## src/rtl/issue_queue.sv

```systemverilog
// In-order instruction queue feeding the adder and multiplier reservation stations.
// The FIFO head is decoded each cycle and issued only when its target station has room.
module issue_queue #(
  parameter int DEPTH = 8,
  parameter int AW    = 3
) (
  input  logic          Clock,
  input  logic          Reset,
  input  logic          Flush,
  input  logic [15:0]   InstIn,
  input  logic          InstValid,
  output logic          InstReady,
  input  logic [7:0]    AdderBusy,
  input  logic [7:0]    MulBusy,
  output logic [15:0]   instruction,
  output logic          Adderin,
  output logic          Mulin,
  output logic          Illegal,
  output logic [AW:0]   Count
);

  localparam logic [AW:0] FULL_CNT = (AW+1)'(DEPTH);

  function automatic logic [3:0] popcount8(input logic [7:0] v);
    logic [3:0] c;
    c = 4'd0;
    for (int i = 0; i < 8; i++) begin
      c = c + {3'd0, v[i]};
    end
    return c;
  endfunction

  logic [15:0]   mem_q [DEPTH];
  logic [AW-1:0] wr_ptr_q, rd_ptr_q;
  logic [AW:0]   count_q, count_d;
  logic [15:0]   instr_q, instr_d;
  logic          add_q, add_d, mul_q, mul_d, ill_q, ill_d;

  logic [15:0]   head;
  logic [3:0]    add_free, mul_free, add_need, mul_need;
  logic          empty, full, issue_add, issue_mul, drop_ill, pop, push;

  assign head     = mem_q[rd_ptr_q];
  assign empty    = (count_q == {(AW+1){1'b0}});
  assign full     = (count_q == FULL_CNT);
  assign add_free = popcount8(~AdderBusy);
  assign mul_free = popcount8(~MulBusy);
  // A strobe issued last edge is not yet visible in Busy, so one more line must be free.
  assign add_need = add_q ? 4'd2 : 4'd1;
  assign mul_need = mul_q ? 4'd2 : 4'd1;

  assign issue_add = !empty && (head[3:2] == 2'b00) && (add_free >= add_need);
  assign issue_mul = !empty && (head[3:2] == 2'b01) && (mul_free >= mul_need);
  assign drop_ill  = !empty && head[3];
  assign pop       = issue_add || issue_mul || drop_ill;
  assign InstReady = !full || pop;
  assign push      = InstValid && InstReady;

  always_comb begin
    count_d = count_q;
    instr_d = instr_q;
    add_d   = 1'b0;
    mul_d   = 1'b0;
    ill_d   = 1'b0;
    if (Flush) begin
      count_d = {(AW+1){1'b0}};
    end else begin
      if (push && !pop) begin
        count_d = count_q + (AW+1)'(1);
      end else if (!push && pop) begin
        count_d = count_q - (AW+1)'(1);
      end else begin
        count_d = count_q;
      end
      if (issue_add || issue_mul) begin
        instr_d = head;
      end else begin
        instr_d = instr_q;
      end
      add_d = issue_add;
      mul_d = issue_mul;
      ill_d = drop_ill;
    end
  end

  always_ff @(posedge Clock or posedge Reset) begin
    if (Reset) begin
      wr_ptr_q <= {AW{1'b0}};
      rd_ptr_q <= {AW{1'b0}};
      count_q  <= {(AW+1){1'b0}};
      instr_q  <= 16'h0000;
      add_q    <= 1'b0;
      mul_q    <= 1'b0;
      ill_q    <= 1'b0;
      for (int i = 0; i < DEPTH; i++) begin
        mem_q[i] <= 16'h0000;
      end
    end else begin
      count_q <= count_d;
      instr_q <= instr_d;
      add_q   <= add_d;
      mul_q   <= mul_d;
      ill_q   <= ill_d;
      if (Flush) begin
        wr_ptr_q <= {AW{1'b0}};
        rd_ptr_q <= {AW{1'b0}};
      end else begin
        if (push) begin
          mem_q[wr_ptr_q] <= InstIn;
          wr_ptr_q        <= wr_ptr_q + AW'(1);
        end
        if (pop) begin
          rd_ptr_q <= rd_ptr_q + AW'(1);
        end
      end
    end
  end

  assign instruction = instr_q;
  assign Adderin     = add_q;
  assign Mulin       = mul_q;
  assign Illegal     = ill_q;
  assign Count       = count_q;

endmodule

```

## config.mk

```make
export PLATFORM = sky130hd
export DESIGN_NAME = issue_queue
export DESIGN_NICKNAME = d
export VERILOG_FILES = /design/src/rtl/issue_queue.sv
export SDC_FILE = /design/constraint.sdc
export NUM_CORES = 1
export LEC_CHECK = 0
export CORE_MARGIN = 2
export CORE_UTILIZATION = 61
export CTS_CLUSTER_DIAMETER = 80
export DETAILED_ROUTE_END_ITERATION = 10
export PLACE_DENSITY = 0.83
export RECOVER_POWER = 50
export REMOVE_ABC_BUFFERS = 1
export SLEW_MARGIN = 10
export SYNTH_ARGS = -nofsm -noshare
export SYNTH_HDL_FRONTEND = slang
export SYNTH_SLANG_ARGS = --single-unit
```

## constraint.sdc

```tcl
create_clock -name Clock -period 15.6 [get_ports Clock]
set_clock_uncertainty 0.1 [all_clocks]
set_input_delay 3.12 -clock Clock [delete_from_list [all_inputs] [get_ports Clock]]
set_output_delay 3.12 -clock Clock [all_outputs]
set_load 0.03 [all_outputs]
```

==> results.sh, run 1 <==
export IMPL_io_pins=60
export IMPL_clockRootBuffer="clkbuf_16"
export IMPL_combPwrFrac_pct=33.4
export IMPL_final_area_um2=8800
export IMPL_ant_nets=0
export IMPL_post_cts_resized=0
export IMPL_drt_wl_total_mm=15.3
export IMPL_finalCriticalPeriod_ns=10.82
export IMPL_vias=4480
export IMPL_layout_nets=639
export IMPL_synthCells=523
export IMPL_hpwl_mm=9.14
export IMPL_switching_power_mw=0.461
export IMPL_clk_latency_ns=0.42
export IMPL_synthFlopType="dfrtp_1"
export IMPL_status="finished, violations left"
export IMPL_drtPass1Iterations=4
export IMPL_antenna_cells=0
export IMPL_drc_errors=0
export IMPL_clkTransAtPathRegs_ns=0.06
export IMPL_die_height_um=115
export IMPL_yosysTopAreaCell="dfrtp_1"
export IMPL_grt_pass1_vias=4780
export IMPL_hold_ws_ns=0.375
export IMPL_p_clk_share_pct=27.5
export IMPL_initial_core_util_pct=62.7
export IMPL_cts_made_buffers=17
export IMPL_critical_path_class="primary input to output port"
export IMPL_cts_sinks=157
export IMPL_final_cell_mix="dfrtp_1, mux2_2, clkdlybuf4s50_1"
export IMPL_cp_data_required_time_ns=12.38
export IMPL_gp_congestion=0.769
export IMPL_rows=40
export IMPL_antenna_found_initial=0
export IMPL_switching_share_pct=31.9
export IMPL_synth_edff_count=0
export IMPL_fp_dieW_um=115
export IMPL_overflow=0
export IMPL_htreeDepth=4
export IMPL_drt_iter0_markers=192
export IMPL_grt_setup_unrepaired="false"
export IMPL_violations="max-capacitance violations, max-slew violations"
export IMPL_cp_end_kind="output port"
export IMPL_die_area_um2=13300
export IMPL_grt_max_degree=91
export IMPL_netlist_area_um2=7530
export IMPL_slowest_stage="clkdlybuf4s50_1"
export IMPL_crit_family="adder cells"
export IMPL_relSlewSlack_pct=-157
export IMPL_tns_ns=0
export IMPL_powerDensity_nw_per_um2=164
export IMPL_critical_path_most_common_cell="fa_1"
export IMPL_p_leak_nw=4.05
export IMPL_cp_max_fo=6
export IMPL_cts_tree="done"
export IMPL_post_route_period_util_pct=69.4
export IMPL_ys_warn_count=0
export IMPL_vias_per_cell=6.06
export IMPL_grt_pass1_wl_mm=24.6
export IMPL_async_flop_share_pct=100
export IMPL_cp_arrival_ns=7.60
export IMPL_cts_buffer_depth=2
export IMPL_cts_hold_buf=0
export IMPL_placed_area_um2=8250
export IMPL_final_common_cell="dfrtp_1"
export IMPL_p_seq_share_pct=39.0
export IMPL_worst_path_buf_inv=5
export IMPL_port_buffers=59
export IMPL_p_int_mw=0.985
export IMPL_ys_types=46
export IMPL_ir_drop_v=0.000133
export IMPL_start_kind="primary input"
export IMPL_timing_fmax_mhz=92.4
export IMPL_synth_top_area_share_pct=52.1
export IMPL_yosysSeqAreaShare_pct=52.1
export IMPL_hp_class="register to register"
export IMPL_worstMarginPinSlew_ns=3.83
export IMPL_cp_cell_sequence="clkdlybuf4s50_1 -> fa_1 -> inv_1 -> fa_1 -> fa_1 -> ha_1 -> inv_1 -> fa_1 -> inv_1 -> ha_1 -> a2111oi_2 -> o2111ai_2 -> clkdlybuf4s50_1"
export IMPL_grt_usage_pct=25.0
export IMPL_yosys_top_cells_area="dfrtp_1, mux2_2, mux4_2"
export IMPL_final_util_pct=73.3
export IMPL_core_area_um2=12000
export IMPL_reg2reg_slack_ns=11.16
export IMPL_cts_setup_buffers=0
export IMPL_cap_violations=2
export IMPL_cpPeakStageDelay_ns=0.68
export IMPL_wl_per_cell_um=20.8
export IMPL_areaGrowthSynthToFinish_pct=16.8
export IMPL_n_fill_cell=719
export IMPL_syn_area_per_cell_um2=14.4
export IMPL_setup_violations_final=0
export IMPL_report_final_slew_viol_count=160
export IMPL_drive_gt1_share_pct=34.1
export IMPL_synth_ff_latch_count=157
export IMPL_hold_violations=0
-- path summary, 6_finish.rpt --
path / from / endpoint / depth (start not counted)
worst max-delay path: MulBusy[0] / InstReady / 13
worst min-delay path: instruction[15]$_DFFE_PP0P_ / instruction[15]$_DFFE_PP0P_ / 2
worst max register to register: rd_ptr_q[2]$_DFFE_PP0P_ / mem_q[39]$_DFFE_PP0P_ / 8
worst min register to register: instruction[15]$_DFFE_PP0P_ / instruction[15]$_DFFE_PP0P_ / 2
max in group asynchronous: Reset / mem_q[95]$_DFFE_PP0P_ / 3
min in group asynchronous: Reset / instruction[4]$_DFFE_PP0P_ / 2
-- sequential cells by signal, indices dropped and copies added, names as in the netlist --
name / count
Adderin: 1
Count: 4
Illegal: 1
Mulin: 1
instruction: 16
mem_q: 128
rd_ptr_q: 3
wr_ptr_q: 3
-- power groups by stage --
stage	clock network, mW	logic (mW)	registers (mW)
floorplan	0	0.291	0.620
global placement	0	0.471	0.560
detailed placement	0	0.490	0.570
CTS	0.402	0.498	0.565
global route	0.419	0.529	0.576
finish	0.398	0.483	0.564
-- worst min-delay path, cell delays in order (launching register included) --
cell     delay (ns)
dfrtp_1        0.33
nand2_1        0.04
o21ai_0        0.06
-- per-layer routing --
layer | vias up | track usage, % | share of wire (%)
li1 | 1998 | - | -
met1 | 2353 | 31.4 | 42
met2 | 103 | 43.6 | 53
met3 | 26 | 5.27 | 3.4
met4 | 0 | 8.67 | 1.5
met5 | - | 0 | 0
-- cell type report --
cell class / count / area (um^2) / area share (%)
clock buffer: 25 / 475 / 5.40
clock inverter: 6 / 86.3 / 0.981
inverter: 31 / 118 / 1.34
multi-input combinational: 309 / 3380 / 38.4
sequential: 157 / 3930 / 44.7
tap: 147 / 184 / 2.09
timing repair buffer: 64 / 624 / 7.10
-- synthesized netlist by cell type, types with 9 or more instances --
| library cell | count |
|---|---|
| o21ai_0 | 16 |
| nand2_1 | 26 |
| mux2i_1 | 17 |
| clkbuf_1 | 12 |
| mux2_2 | 129 |
| fa_1 | 9 |
| dfrtp_1 | 157 |
| nor2_1 | 16 |
| ha_1 | 14 |
| mux4_2 | 32 |
| inv_1 | 31 |
-- stage by stage --
step                      total power [mW]  setup slack [ns]  std cells
after detailed placement              1.06              4.77        708
after CTS                             1.47              4.75        739
after floorplan                      0.911              5.97        497
after global placement                1.03              4.85        708
after global routing                  1.52              4.57        739
final                                 1.45              4.78        739
-- kinds of logic (layout without fill, tap and decap cells) --
group,Yosys count,after routing,share of synthesized area [%]
adder cells (fa/ha/maj),23,23,4.72
AND/OR/NAND/NOR,66,66,4.73
multiplexers,180,180,31.6
AO/OA/AOI/OAI,34,34,2.94
XOR/XNOR,6,6,0.698
flip-flops,157,157,52.1
buffers and inverters,57,126,3.22
Note: power is estimated with default switching activity, not from simulation.
==> run 2, diff against run 1 <==
--- a/config.mk
+++ b/config.mk
@@ -6,10 +6,10 @@
 export NUM_CORES = 1
 export LEC_CHECK = 0
 export CORE_MARGIN = 2
-export CORE_UTILIZATION = 61
+export CORE_UTILIZATION = 53
 export CTS_CLUSTER_DIAMETER = 80
 export DETAILED_ROUTE_END_ITERATION = 10
-export PLACE_DENSITY = 0.83
+export PLACE_DENSITY = 0.77
 export RECOVER_POWER = 50
 export REMOVE_ABC_BUFFERS = 1
 export SLEW_MARGIN = 10
==> constraint.sdc (replaced) <==
create_clock -name Clock -period 9.9 [get_ports Clock]
set_clock_uncertainty 0.1 [all_clocks]
set_input_delay 1.98 -clock Clock [delete_from_list [all_inputs] [get_ports Clock]]
set_output_delay 1.98 -clock Clock [all_outputs]
set_load 0.03 [all_outputs]
==> results.sh, run 2 (synthesized netlist as in run 1, its figures left out) <==
export IMPL_critical_path_class="primary input to output port"
export IMPL_cp_arrival_ns=6.48
export IMPL_status="finished, violations left"
export IMPL_hold_path_endpoint="instruction[9]$_DFFE_PP0P_"
export IMPL_r2r_end="Count[3]$_DFFE_PP0P_"
export IMPL_grt_setup_unrepaired="false"
export IMPL_grt_util_met1_pct=28.5
export IMPL_fp_dieW_um=123
export IMPL_vias=4499
export IMPL_final_common_cell="dfrtp_1"
export IMPL_use_met3_pct=4.38
export IMPL_cp_end_kind="output port"
export IMPL_start_kind="primary input"
export IMPL_hpwl_mm=9.07
export IMPL_die_area_um2=15200
export IMPL_layout_nets=638
export IMPL_cts_tree="done"
export IMPL_port_buffers=59
export IMPL_antenna_found_initial=0
export IMPL_htreeDepth=4
export IMPL_drc_errors=0
export IMPL_areaGrowthSynthToFinish_pct=18.4
export IMPL_layoutNonFillerInstCount=770
export IMPL_cap_violations=1
export IMPL_core_area_um2=13900
export IMPL_grt_max_degree=82
export IMPL_met2_usage_pct=34.7
export IMPL_clk_latency_ns=0.42
export IMPL_powerDensity_nw_per_um2=264
export IMPL_grt_pass1_vias=4766
export IMPL_clkTransAtPathRegs_ns=0.06
export IMPL_tns_ns=0
export IMPL_overflow=0
export IMPL_largest_reg_flops=128
export IMPL_drt_iter0_markers=223
export IMPL_wl_per_cell_um=19.2
export IMPL_report_final_slew_viol_count=82
export IMPL_violations="max-capacitance violations, max-slew violations"
export IMPL_grt_pass1_wl_mm=24.4
export IMPL_pre_cts_ws_ns=1.36
export IMPL_cp_startpoint="MulBusy[0]"
export IMPL_hp_start="instruction[9]$_DFFE_PP0P_"
export IMPL_top_usage_layer="met2"
export IMPL_dp_cells=740
export IMPL_worstMarginPinSlew_ns=3.50
export IMPL_finalCriticalPeriod_ns=8.56
export IMPL_post_route_period_util_pct=86.5
export IMPL_largest_register="mem_q"
export IMPL_cts_made_buffers=17
export IMPL_io_pins=60
export IMPL_reg2reg_slack_ns=5.71
export IMPL_drive_gt1_share_pct=35.1
export IMPL_rows=43
export IMPL_clockRootBuffer="clkbuf_16"
export IMPL_vias_per_cell=5.84
export IMPL_cts_setup_buffers=0
export IMPL_final_cell_mix="dfrtp_1, mux2_2, clkdlybuf4s50_1"
export IMPL_ff2ff_path_depth=12
export IMPL_hp_class="register to register"
export IMPL_p_leak_nw=4.08
export IMPL_drtPass1Iterations=4
export IMPL_relSlewSlack_pct=-134
export IMPL_initial_core_util_pct=54.3
export IMPL_antenna_cells=0
export IMPL_cts_sinks=157
export IMPL_cts_hold_buf=0
export IMPL_setup_violations_final=0
export IMPL_die_height_um=123
export IMPL_rr_startpoint="rd_ptr_q[1]$_DFFE_PP0P_"
export IMPL_cp_max_fo=6
export IMPL_drt_wl_total_mm=14.8
export IMPL_min_delay_path_depth=2
export IMPL_timing_fmax_mhz=117
export IMPL_ir_drop_v=0.000163
export IMPL_cp_data_required_time_ns=7.82
export IMPL_post_cts_resized=0
export IMPL_ant_nets=0
export IMPL_gp_congestion=0.725
export IMPL_cts_buffer_depth=2
export IMPL_setup_ws_ns=1.34
export IMPL_hold_violations=0
export IMPL_grt_usage_pct=21.4
[run 2: cell types whose count changed in the layout (fill, tap and decap cells not counted), sizes merged]
cell      delta
clkinv       -1
inv          +1
bufinv       +3
clkbuf       -6
clkinvlp     +1
[run 2: cell type report]
cell class / count / area, um^2
multi-input cells: 309 / 3380
clock buffers: 20 / 457
flip-flops and latches: 157 / 3930
clock inverters: 10 / 188
well taps: 180 / 225
repair buffers: 63 / 621
inverters: 31 / 118
fillers: 1019 / 4960
[run 2: how the worst max path moves through the flow]
| stage | endpoint | cells after the start |
|---|---|---|
| floorplan | InstReady | 11 |
| global placement | InstReady | 13 |
| detailed placement | InstReady | 13 |
| CTS | InstReady | 13 |
| global route | InstReady | 13 |
| finish | InstReady | 13 |
[run 2: power breakdown]
group          internal (mW)  switching [mW]
clock                  0.459           0.254
sequential             0.795          0.0974
combinational          0.373           0.375
total                   1.63           0.726
[run 2: through the flow]
stage	util, %	area (um^2)	power, mW	hold slack (ns)
floorplan	-	7410	1.43	0.353
global placement	59.7	8280	1.63	0.362
detailed placement	59.7	8280	1.67	0.369
CTS	64.3	8930	2.39	0.382
global route	64.3	8920	2.49	0.402
finish	64.3	8920	2.35	0.373
[run 2: metal layers]
layer  share of wire (%)  routed length, um
met4                 1.7                248
met2                  50               7410
met5                   0                  0
met1                  45               6580
met3                 3.6                533
[run 2: worst max-delay path: stages]
cell and delay, ns:
clkdlybuf4s50_1 0.43, fa_1 0.55, inv_1 0.06, fa_1 0.49
fa_1 0.52, ha_1 0.17, inv_1 0.06, fa_1 0.47
inv_1 0.04, ha_1 0.29, a2111oi_2 0.49, o2111ai_2 0.26
clkdlybuf4s50_1 0.68
